**config.mk**
```make
export PLATFORM = sky130hd
export DESIGN_NAME = i2c_line_conditioner
export DESIGN_NICKNAME = d
export VERILOG_FILES = /design/src/rtl/i2c_pkg.sv /design/src/rtl/i2c_glitch_filter.sv /design/src/rtl/i2c_line_conditioner.sv
export SDC_FILE = /design/constraint.sdc
export NUM_CORES = 1
export LEC_CHECK = 0
export ABC_AREA = 0
export CAP_MARGIN = 20
export CORE_MARGIN = 4
export CORE_UTILIZATION = 50
export DETAILED_ROUTE_END_ITERATION = 6
export MAX_ROUTING_LAYER = met4
export PLACE_DENSITY = 0.73
export SLEW_MARGIN = 0
export SYNTH_ARGS = -nofsm -noshare
export SYNTH_HDL_FRONTEND = slang
export SYNTH_SLANG_ARGS = --single-unit
```
**constraint.sdc**
```tcl
create_clock -name CLK -period 2.4 [get_ports CLK]
set_input_delay 0.24 -clock CLK [delete_from_list [all_inputs] [get_ports CLK]]
set_output_delay 0.24 -clock CLK [all_outputs]
set_load 0.01 [all_outputs]
```
**src/rtl/i2c_pkg.sv**
```systemverilog
// Shared types and constants for the I2C line conditioner.
package i2c_pkg;

    typedef enum logic [0:0] {
        StIdle   = 1'b0,
        StActive = 1'b1
    } i2c_state_e;

    // 8 data bits plus the ACK slot
    localparam int unsigned FRAME_BITS       = 9;
    localparam int unsigned BIT_CNT_W        = 4;
    localparam int unsigned DEFAULT_FILT_LEN = 3;
    localparam int unsigned DEFAULT_TOUT_CYC = 4096;

    // Advance the in-frame bit index, wrapping after the ACK slot
    function automatic logic [BIT_CNT_W-1:0] next_bit_cnt(input logic [BIT_CNT_W-1:0] cnt);
        if (cnt == BIT_CNT_W'(FRAME_BITS - 1)) begin
            return '0;
        end
        return cnt + BIT_CNT_W'(1);
    endfunction

endpackage

```
**src/rtl/i2c_glitch_filter.sv**
```systemverilog
// Two-flop synchroniser followed by a run-length glitch filter for one open-drain line.
// The filtered output only follows the synchronised input after FILT_LEN consecutive
// disagreeing samples; both stages preset to 1 (idle bus level).
module i2c_glitch_filter
    import i2c_pkg::*;
#(
    parameter int unsigned FILT_LEN = DEFAULT_FILT_LEN
) (
    input  logic clk_i,
    input  logic rst_ni,
    input  logic line_i,
    output logic line_o
);

    logic       sync1_q;
    logic       sync2_q;
    logic       filt_q;
    logic       filt_d;
    logic [3:0] cnt_q;
    logic [3:0] cnt_d;

    // Synchroniser chain
    always_ff @(posedge clk_i or negedge rst_ni) begin
        if (!rst_ni) begin
            sync1_q <= 1'b1;
            sync2_q <= 1'b1;
        end else begin
            sync1_q <= line_i;
            sync2_q <= sync1_q;
        end
    end

    // Count disagreeing samples; any agreeing sample restarts the run
    always_comb begin
        filt_d = filt_q;
        cnt_d  = '0;
        if (sync2_q != filt_q) begin
            if (cnt_q == 4'(FILT_LEN - 1)) begin
                filt_d = sync2_q;
            end else begin
                cnt_d = cnt_q + 4'd1;
            end
        end
    end

    // Filter state
    always_ff @(posedge clk_i or negedge rst_ni) begin
        if (!rst_ni) begin
            filt_q <= 1'b1;
            cnt_q  <= '0;
        end else begin
            filt_q <= filt_d;
            cnt_q  <= cnt_d;
        end
    end

    assign line_o = filt_q;

endmodule

```
**src/rtl/i2c_line_conditioner.sv**
```systemverilog
// I2C slave front end: filters SCL/SDA, detects START/STOP/repeated START, captures data
// bits on SCL rising edges and tracks the bit index within the 9-bit frame.
// Optional SCL-low bus timeout is compiled in when I2C_TIMEOUT_EN is defined.
module i2c_line_conditioner
    import i2c_pkg::*;
#(
    parameter int unsigned FILT_LEN = DEFAULT_FILT_LEN,
    parameter int unsigned TOUT_CYC = DEFAULT_TOUT_CYC
) (
    input  logic                 CLK,
    input  logic                 RSTbar,
    input  logic                 SCL_in,
    input  logic                 SDA_in,
    output logic                 SCL,
    output logic                 din,
    output logic                 START,
    output logic                 STOP,
    output logic                 RSTART,
    output logic                 BitValid,
    output logic [BIT_CNT_W-1:0] BitCnt,
    output logic                 BusBusy
`ifdef I2C_TIMEOUT_EN
    ,
    output logic                 Timeout
`endif
);

    logic                 scl_f;
    logic                 sda_f;
    logic                 sclq_q;
    logic                 sdaq_q;
    logic                 scl_rise;
    logic                 sda_fall;
    logic                 sda_rise;
    logic                 start_cond;
    logic                 stop_cond;
    logic                 tout_hit;

    i2c_state_e           state_q;
    i2c_state_e           state_d;
    logic                 din_q;
    logic                 din_d;
    logic [BIT_CNT_W-1:0] cnt_q;
    logic [BIT_CNT_W-1:0] cnt_d;
    logic                 first_q;
    logic                 first_d;
    logic                 stop_q;
    logic                 stop_d;
    logic                 rstart_q;
    logic                 rstart_d;
    logic                 bv_q;
    logic                 bv_d;

    i2c_glitch_filter #(
        .FILT_LEN (FILT_LEN)
    ) u_scl_filter (
        .clk_i  (CLK),
        .rst_ni (RSTbar),
        .line_i (SCL_in),
        .line_o (scl_f)
    );

    i2c_glitch_filter #(
        .FILT_LEN (FILT_LEN)
    ) u_sda_filter (
        .clk_i  (CLK),
        .rst_ni (RSTbar),
        .line_i (SDA_in),
        .line_o (sda_f)
    );

    // Previous filtered line levels for edge detection
    always_ff @(posedge CLK or negedge RSTbar) begin
        if (!RSTbar) begin
            sclq_q <= 1'b1;
            sdaq_q <= 1'b1;
        end else begin
            sclq_q <= scl_f;
            sdaq_q <= sda_f;
        end
    end

    // SDA edges only count as bus conditions while SCL is stable high; an SDA edge that
    // coincides with an SCL edge is treated as a data change.
    assign scl_rise   = scl_f & ~sclq_q;
    assign sda_fall   = sdaq_q & ~sda_f;
    assign sda_rise   = ~sdaq_q & sda_f;
    assign start_cond = sda_fall & sclq_q & scl_f;
    assign stop_cond  = sda_rise & sclq_q & scl_f;

`ifdef I2C_TIMEOUT_EN
    localparam int unsigned ToutW = (TOUT_CYC > 1) ? $clog2(TOUT_CYC) : 1;

    logic [ToutW-1:0] tout_q;
    logic [ToutW-1:0] tout_d;
    logic             tout_pulse_q;

    assign tout_hit = (state_q == StActive) && !scl_f && (tout_q == ToutW'(TOUT_CYC - 1));

    // Count CLKs of SCL low while a transfer is in progress
    always_comb begin
        tout_d = '0;
        if ((state_q == StActive) && !scl_f && !tout_hit) begin
            tout_d = tout_q + ToutW'(1);
        end
    end

    // Timeout counter and its output pulse
    always_ff @(posedge CLK or negedge RSTbar) begin
        if (!RSTbar) begin
            tout_q       <= '0;
            tout_pulse_q <= 1'b0;
        end else begin
            tout_q       <= tout_d;
            tout_pulse_q <= tout_hit;
        end
    end

    assign Timeout = tout_pulse_q;
`else
    assign tout_hit = 1'b0;
`endif

    // Bus FSM, data capture and bit counter next state
    always_comb begin
        state_d  = state_q;
        din_d    = din_q;
        cnt_d    = cnt_q;
        first_d  = first_q;
        stop_d   = 1'b0;
        rstart_d = 1'b0;
        bv_d     = 1'b0;
        unique case (state_q)
            StIdle: begin
                if (start_cond) begin
                    state_d = StActive;
                    cnt_d   = '0;
                    first_d = 1'b1;
                end
            end
            StActive: begin
                if (tout_hit) begin
                    state_d = StIdle;
                    cnt_d   = '0;
                    first_d = 1'b0;
                end else if (start_cond) begin
                    rstart_d = 1'b1;
                    cnt_d    = '0;
                    first_d  = 1'b1;
                end else if (stop_cond) begin
                    state_d = StIdle;
                    stop_d  = 1'b1;
                    cnt_d   = '0;
                    first_d = 1'b0;
                end else if (scl_rise) begin
                    din_d = sda_f;
                    bv_d  = 1'b1;
                    // First bit after (re)START is index 0; later bits advance
                    if (first_q) begin
                        cnt_d   = '0;
                        first_d = 1'b0;
                    end else begin
                        cnt_d = next_bit_cnt(cnt_q);
                    end
                end
            end
        endcase
    end

    // FSM and registered outputs
    always_ff @(posedge CLK or negedge RSTbar) begin
        if (!RSTbar) begin
            state_q  <= StIdle;
            din_q    <= 1'b1;
            cnt_q    <= '0;
            first_q  <= 1'b0;
            stop_q   <= 1'b0;
            rstart_q <= 1'b0;
            bv_q     <= 1'b0;
        end else begin
            state_q  <= state_d;
            din_q    <= din_d;
            cnt_q    <= cnt_d;
            first_q  <= first_d;
            stop_q   <= stop_d;
            rstart_q <= rstart_d;
            bv_q     <= bv_d;
        end
    end

    assign SCL      = scl_f;
    assign din      = din_q;
    assign START    = (state_q == StActive);
    assign BusBusy  = (state_q == StActive);
    assign STOP     = stop_q;
    assign RSTART   = rstart_q;
    assign BitValid = bv_q;
    assign BitCnt   = cnt_q;

endmodule

```
# After elaboration in Yosys (flattened, before gate mapping)
# Index checks and enable logic that the tools add are counted.
[totals]
regBits = 26
latch_bits = 0
mem_bits_rw = 0
mem_bits_ro = 0
out_inout_bits = 11
word_cells = 79
memories = 0
[classes]
add_sub_neg = 3
n_mul = 0
div_mod_pow = 0
n_lt_le_gt_ge = 0
eq_ne = 7
shift = 0
muxes = 35
bitwise_logic = 13
n_reduce_logical = 4
[op_table]
columns = ["cell", "n"]
rows = [
  ["$mux W4", 11],
  ["$mux W1", 21],
  ["$add A4 B1 Y4 const B", 3],
  ["$eq A4 B2 Y1 const B", 2],
  ["$pmux W4 S2", 1],
  ["$and A1 B1 Y1", 7],
  ["$not A1 Y1", 6],
  ["$reduce_and A2 Y1", 3],
  ["$eq A4 B4 Y1 const B", 1],
  ["$ne A4 B4 Y1 const B", 1],
  ["$pmux W1 S2", 2],
  ["$reduce_and A4 Y1", 1],
  ["$ne A1 B1 Y1", 2],
  ["$ne A2 B2 Y1 const B", 1],
]

# Longest topological paths before layout
# Gate-level depths: netlist of the first run.
[logic_depth]
word_depth = 13
depth_mapped = 6
depth_no_buf = 6

# Modules after synthesis
# From an unflattened synthesis of the first run, not the netlist that was laid out.
[unflattened]
cells_unflattened = 100
area_unflattened_um2 = 1152.4
[modules_own_cells]
columns = ["module", "instances", "cells_per_inst", "area_per_inst_um2", "seq_area_each_um2"]
rows = [
  ["i2c_line_conditioner", 1, 56, 579.3, 304.0],
  ["i2c_glitch_filter", 2, 22, 286.5, 178.9],
]

# Worst setup path after synthesis of the first run
# No wires, ideal clock.
[synth_timing]
path_type = "flip-flop to flip-flop"
start = "reg u_scl_filter.filt_q, in the netlist u_scl_filter.line_o"
end = "reg cnt_q[2], in the netlist BitCnt[2]"
t_arrival_ns = 1.348
path_slack_ns = 0.987
path_stages_with_launch = 6
path_buffers = 1
period_less_slack_ns = 1.413
cell_sequence = "dfstp_2 > buf_6 > nand2_2 > or3_4 > nor3_2 > a211o_1"
[synth_via]
elab_chain_cells = 4
[synth_lines]
columns = ["element", "line_no", "rtl"]
rows = [
  ["start, declared", "i2c_glitch_filter.sv:17", "logic filt_q;"],
  ["start signal, assigned", "i2c_glitch_filter.sv:52", "filt_q <= filt_d;"],
  ["$and A1 B1 Y1", "i2c_line_conditioner.sv:89", "assign stop_cond = sda_rise & sclq_q & scl_f;"],
  ["$mux W4", "i2c_line_conditioner.sv:150", "end else if (stop_cond) begin"],
  ["$mux W4", "i2c_line_conditioner.sv:146", "end else if (start_cond) begin"],
  ["$pmux W4 S2", "i2c_line_conditioner.sv:133", "unique case (state_q)"],
  ["end signal, assigned", "i2c_line_conditioner.sv:183", "cnt_q <= cnt_d;"],
  ["end, declared", "i2c_line_conditioner.sv:43", "logic [BIT_CNT_W-1:0] cnt_q;"],
]
# Parallel ways exist; a longest one is shown, timed or not.
# A chain may end at the register's enable or synchronous reset.

# Worst setup path in the final report of the first run
[layout_timing]
start = "reg u_scl_filter.filt_q, in the netlist u_scl_filter.line_o"
end = "out SCL"
[layout_lines]
columns = ["element", "line_no", "rtl"]
rows = [
  ["end, declared", "i2c_line_conditioner.sv:14", "output logic SCL,"],
]
# No word-level cell between the ends.

==> results.yml, run 1 <==
run_status:
  status: "finished, final reports clean"
worst_setup_path:
  cp-endpoint: "SCL"
  critical_path_class: "register to output pin"
  crit_chain: "clkdlybuf4s50_1"
  start_kind: "register"
  critPathTopFamily: "flip-flops"
  end_kind: "output pin"
  worst-path-buf-inv: 1
  reg2reg_setup_slack_ps: 930
  crit_start: "u_scl_filter.line_o"
  worstReg2RegStart: "u_scl_filter.line_o"
  reg2reg_to: "BitCnt[3]"
  crit_slowest_cell: "dfstp_2"
  slowest_delay_ps: 660
  path_depth: 1
  path_max_fanout: 10
  cp.arrival_ps: 1560
  r2r_cells: 4
  cp.required_ps: 2160
yosys:
  ys_top_cells_by_area: "dfrtp_1 (37%), dfstp_2 (21%), nor2_1 (4.9%)"
  seq_area_frac_synth_pct: 57.5
  synth_edf_count: 0
  yosysMostFrequentCell: "dfrtp_1"
  synth_ff_type: "dfrtp_1"
  synthArstFlopShare_pct: 100
  synthTopCellsByCount: "dfrtp_1 (17), nor2_1 (15), dfstp_2 (9)"
  syn-cell-area_mm2: 0.00115
  syn_area_per_cell_um2: 11.4
  yosysTopAreaCellShare_pct: 37.0
  netlist.top_cell.by_area: "dfrtp_1"
  ys_ff_latch: 26
  syn_inst: 101
  synth.distinct_cells: 32
  ys.warnings.count: 0
  synth_fp_nets: 109
clock_network:
  clk_pin_slew_ps: 140
  post_cts_buffers: 0
  hold_buffers: 0
  cts_buffers: 3
  cts_resized: 0
  clk_latency_ps: 320
  cts-root-buf: "clkbuf_4"
  cts_buffer_depth: 2
  cts_tree: "yes"
  htree_levels: 1
  cts_sinks: 26
power_and_ir_drop:
  intPower_uw: 949
  switchingPower_uw: 453
  peakVddDrop_v: 0.000707
  p_sw_share_pct: 32.3
  seq_power_share_pct: 51.4
  p_per_area_mw_per_mm2: 1030
  p_clk_share_pct: 21.4
  leakagePower_nw: 0.593
  combPwrFrac_pct: 27.2
floorplanning:
  dieArea_mm2: 0.00313
  die_w_um: 56.0
  initial_core_util_pct: 52.0
  die_h_um: 56.0
  rows: 17
  boundaryPins: 15
  core_mm2: 0.00221
grt:
  grt_pass1_vias: 721
  grt_max_degree: 27
  grt_usage_pct: 12.8
  antenna_found_initial: 0
  grt_pass1_wl_um: 3150
  grt_overflow: 0
final_layout:
  drive_above_1_share_pct: 18.8
  synthToLayoutAreaGrowth_pct: 18.4
  multi_input_area_um2: 450
  final_cells: 145
  fin_nets: 126
  fill_cells: 191
  antenna-diode-count: 0
  seqCellArea_um2: 662
detailed_routing:
  num_vias: 738
  drc: 0
  firstDrtPassIters: 5
  final_antenna_net_count: 0
  drt-vias-per-instance: 5.09
  drt_wl_total_um: 1710
  drtIter0Drc: 23
  wl_per_cell_um: 11.8
sta:
  grt_setup_unrepaired: "no"
  finalSetupTns_ps: 0
  worst_pin_slew_ps: 388
  finalCritPeriodShare_pct: 75.0
  maxSlewHeadroom_pct: 74.0
  hold_violations: 0
  finalSetupViolCount: 0
  fmax_mhz: 555
  fin_skew_ps: 1.29
  finalCriticalPeriod_ps: 1800
  maxSlewViolCount: 0
placed_design:
  dp_hpwl_um: 1210
  gp_congestion: 0.726
  io_buffers: 14
  placed_cells: 141
worst_hold_path:
  hold_path.class: "input port to asynchronous set/reset pin"
flow_run:
  maxCapViolCount: 0
[placed cells by master, fill, tap and decap left out, types with 2 or more instances in the layout]
master,instances
a22o_1,2
clkdlybuf4s50_1,14
dfstp_2,9
a211o_1,2
nor3_2,3
clkbuf_4,3
nor2b_1,2
nand2b_1,3
ha_1,4
mux2_2,2
xor2_1,4
dfrtp_1,17
nor2_1,15
a21oi_1,4
inv_1,4
nand2_1,6
nand3_1,6
xnor2_1,2
[routing by layer]
layer / share of wire [%] / GRT usage [%]
met1: 46 / 16.6
met2: 48 / 20.2
met3: 5.7 / 4.18
met4: 0 / 2.03
met5: 0 / -
[flip-flops by register name, indices dropped and copies added (netlist names)]
register              cells
u_scl_filter.cnt_q        4
u_sda_filter.cnt_q        4
u_sda_filter.line_o       1
u_scl_filter.sync2_q      1
din                       1
BitCnt                    4
u_scl_filter.line_o       1
u_sda_filter.sync1_q      1
u_scl_filter.sync1_q      1
first_q                   1
sclq_q                    1
u_sda_filter.sync2_q      1
BusBusy                   1
BitValid                  1
RSTART                    1
sdaq_q                    1
STOP                      1
[cell families after synthesis]
kind of cell | synth area share, %
buffers and inverters | 3.37
DFF | 57.5
and+or+nand+nor | 19.5
adders and majority gates | 4.35
xor gates and xnor gates | 4.57
AOI/OAI and AO/OA | 7.83
muxes | 2.93
[per-stage QoR]
step | hold slack, ps | cell area, µm² | power [mW] | utilization (%) | setup WS (ps)
6_report | 265 | 1360 | 1.40 | 61.6 | 600
5_1_grt | 264 | 1360 | 1.51 | 61.6 | 533
4_1_cts | 266 | 1360 | 1.42 | 61.6 | 587
3_5_place_dp | 347 | 1310 | 1.11 | 59.2 | 972
3_3_place_gp | 346 | 1310 | 1.09 | 59.2 | 998
2_1_floorplan | -55.6 | 1150 | 0.983 | - | 987
[power by group through the flow]
| stage | logic [mW] | clock network (mW) | registers, mW |
|---|---|---|---|
| floorplan | 0.298 | 0 | 0.685 |
| global placement | 0.376 | 0 | 0.716 |
| detailed placement | 0.385 | 0 | 0.725 |
| CTS | 0.388 | 0.308 | 0.719 |
| global route | 0.430 | 0.327 | 0.750 |
| finish | 0.382 | 0.300 | 0.720 |
[layout make-up]
cell class,count,area share [%]
Inverter,4,1.10
Clock buffer,3,1.65
Tap cell,28,2.57
Timing Repair Buffer,15,10.8
Clock inverter,1,2.20
Multi-Input combinational cell,68,33.1
Sequential cell,26,48.6
[worst min path at each step]
stage | to | slack (ps) | cells past startpoint | start
after global placement | u_scl_filter.sync2_q | 350 | 0 | u_scl_filter.sync1_q
after CTS | u_scl_filter.cnt_q[0] | 270 | 2 | RSTbar
after detailed placement | u_scl_filter.sync2_q | 350 | 0 | u_scl_filter.sync1_q
final | u_scl_filter.cnt_q[3] | 270 | 2 | RSTbar
after global routing | u_scl_filter.cnt_q[0] | 260 | 2 | RSTbar
after floorplan | BitCnt[0] | -60 | 0 | RSTbar
Power figures use the tool's default switching activity.
==> inputs of run 2 (changes only) <==
==> constraint.sdc (replaced) <==
create_clock -name CLK -period 1.8 [get_ports CLK]
set_input_delay 0.18 -clock CLK [delete_from_list [all_inputs] [get_ports CLK]]
set_output_delay 0.18 -clock CLK [all_outputs]
set_load 0.01 [all_outputs]
==> results.yml, run 2 (same netlist as run 1, synthesis figures left out) <==
floorplanning:
  rows: 17
  dieArea_mm2: 0.00313
  die_w_um: 56.0
  boundaryPins: 15
  die_h_um: 56.0
  core_mm2: 0.00221
  initial_core_util_pct: 52.0
clock_network:
  cts_buffer_depth: 2
  cts-root-buf: "clkbuf_4"
  cts_resized: 0
  htree_levels: 1
  cts_buffers: 3
  post_cts_buffers: 0
  clk_latency_ps: 310
  clk_pin_slew_ps: 130
  cts_sinks: 26
  cts_tree: "yes"
  hold_buffers: 0
power_and_ir_drop:
  p_sw_share_pct: 31.8
  seq_power_share_pct: 51.7
  intPower_mw: 1.26
  p_total_mw: 1.85
  leakagePower_nw: 0.593
  p_clk_share_pct: 20.9
  p_per_area_mw_per_mm2: 1360
  peakVddDrop_v: 0.000754
  switchingPower_uw: 589
  combPwrFrac_pct: 27.4
worst_setup_path:
  worst-path-buf-inv: 1
  cp.arrival_ps: 1540
  start_kind: "register"
  end_kind: "output pin"
  crit_start: "u_scl_filter.line_o"
  slowest_delay_ps: 660
  crit_slowest_cell: "dfstp_2"
  critical_path_class: "register to output pin"
  path_max_fanout: 10
  critPathTopFamily: "flip-flops"
  cp.required_ps: 1620
  worstReg2RegStart: "u_scl_filter.line_o"
  crit_chain: "clkdlybuf4s50_1"
sta:
  fmax_mhz: 580
  finalSetupTns_ps: 0
  finalCritPeriodShare_pct: 95.7
  worst_pin_slew_ps: 370
  finalSetupViolCount: 0
  fin_skew_ps: 2.66
  fin_ws_ps: 76.7
  maxSlewViolCount: 0
  whs_ps: 207
  hold_violations: 0
  finalCriticalPeriod_ps: 1720
  maxSlewHeadroom_pct: 75.2
  grt_setup_unrepaired: "no"
grt:
  grt_pass1_wl_um: 3160
  grt_usage_pct: 13.1
  grt_pass1_vias: 709
  grt_overflow: 0
  grt_max_degree: 27
  antenna_found_initial: 0
final_layout:
  final_common_cell: "dfrtp_1"
  utilization_pct: 61.6
  synthToLayoutAreaGrowth_pct: 18.4
  antenna-diode-count: 0
  fin_nets: 126
  layout_common_cells: "dfrtp_1 (17), nor2_1 (15), clkdlybuf4s50_1 (14)"
  drive_above_1_share_pct: 18.8
worst_hold_path:
  hold_path.class: "input port to asynchronous set/reset pin"
run_status:
  status: "finished, final reports clean"
placed_design:
  gp_congestion: 0.762
  dp_hpwl_um: 1370
  io_buffers: 14
  place_ws_ps: 373
detailed_routing:
  drt_wl_total_um: 1790
  wl_per_cell_um: 12.3
  final_antenna_net_count: 0
  firstDrtPassIters: 4
  drtIter0Drc: 14
  drc: 0
  drt-vias-per-instance: 5.14
  num_vias: 745
flow_run:
  maxCapViolCount: 0
==> run 2: path summary, 6_finish.rpt <==
| check | endpoint | slack [ps] | depth (start not counted) |
|---|---|---|---|
| setup reg to reg | BitCnt[3] | 330 | 4 |
| max in group asynchronous | sdaq_q | 1300 | 2 |
| setup / recovery | SCL | 80 | 1 |
| min in group CLK | u_scl_filter.sync1_q | 250 | 1 |
| hold reg to reg | u_scl_filter.sync2_q | 370 | 0 |
| hold / removal | u_scl_filter.cnt_q[2] | 210 | 2 |
==> run 2: final cells by class <==
type	instances	area (µm²)
clock inverters	1	30.0
inverters	4	15.0
multi-input cells	68	450
clock buffers	3	22.5
fillers	179	850
flip-flops and latches	26	662
repair buffers	15	148
well taps	28	35.0
==> run 2: power groups by stage <==
stage	logic, mW	clock network (mW)	registers (mW)
2_1_floorplan	0.397	0	0.914
3_3_place_gp	0.507	0	0.954
3_5_place_dp	0.517	0	0.970
4_1_cts	0.517	0.405	0.959
5_1_grt	0.570	0.429	0.994
6_report	0.509	0.388	0.958
==> run 2: routing by layer <==
layer	up-vias	part of all wire [%]	global-route usage (%)
li1	376	-	-
met2	14	48	20.7
met5	-	0	-
met4	0	1.5	5.08
met3	4	3.9	2.32
met1	351	47	16.7
==> run 2: metrics by stage <==
stage / cells / area [µm²]
floorplan: 101 / 1150
global placement: 141 / 1310
detailed placement: 141 / 1310
CTS: 145 / 1360
global route: 145 / 1360
finish: 145 / 1360
==> inputs of run 3 (changes only) <==
--- a/config.mk
+++ b/config.mk
@@ -16,3 +16,4 @@
 export SYNTH_ARGS = -nofsm -noshare
 export SYNTH_HDL_FRONTEND = slang
 export SYNTH_SLANG_ARGS = --single-unit
+export TNS_END_PERCENT = 5
==> results of run 3 <==
No change in the layout: final DEF, timing and power equal those of run 2.
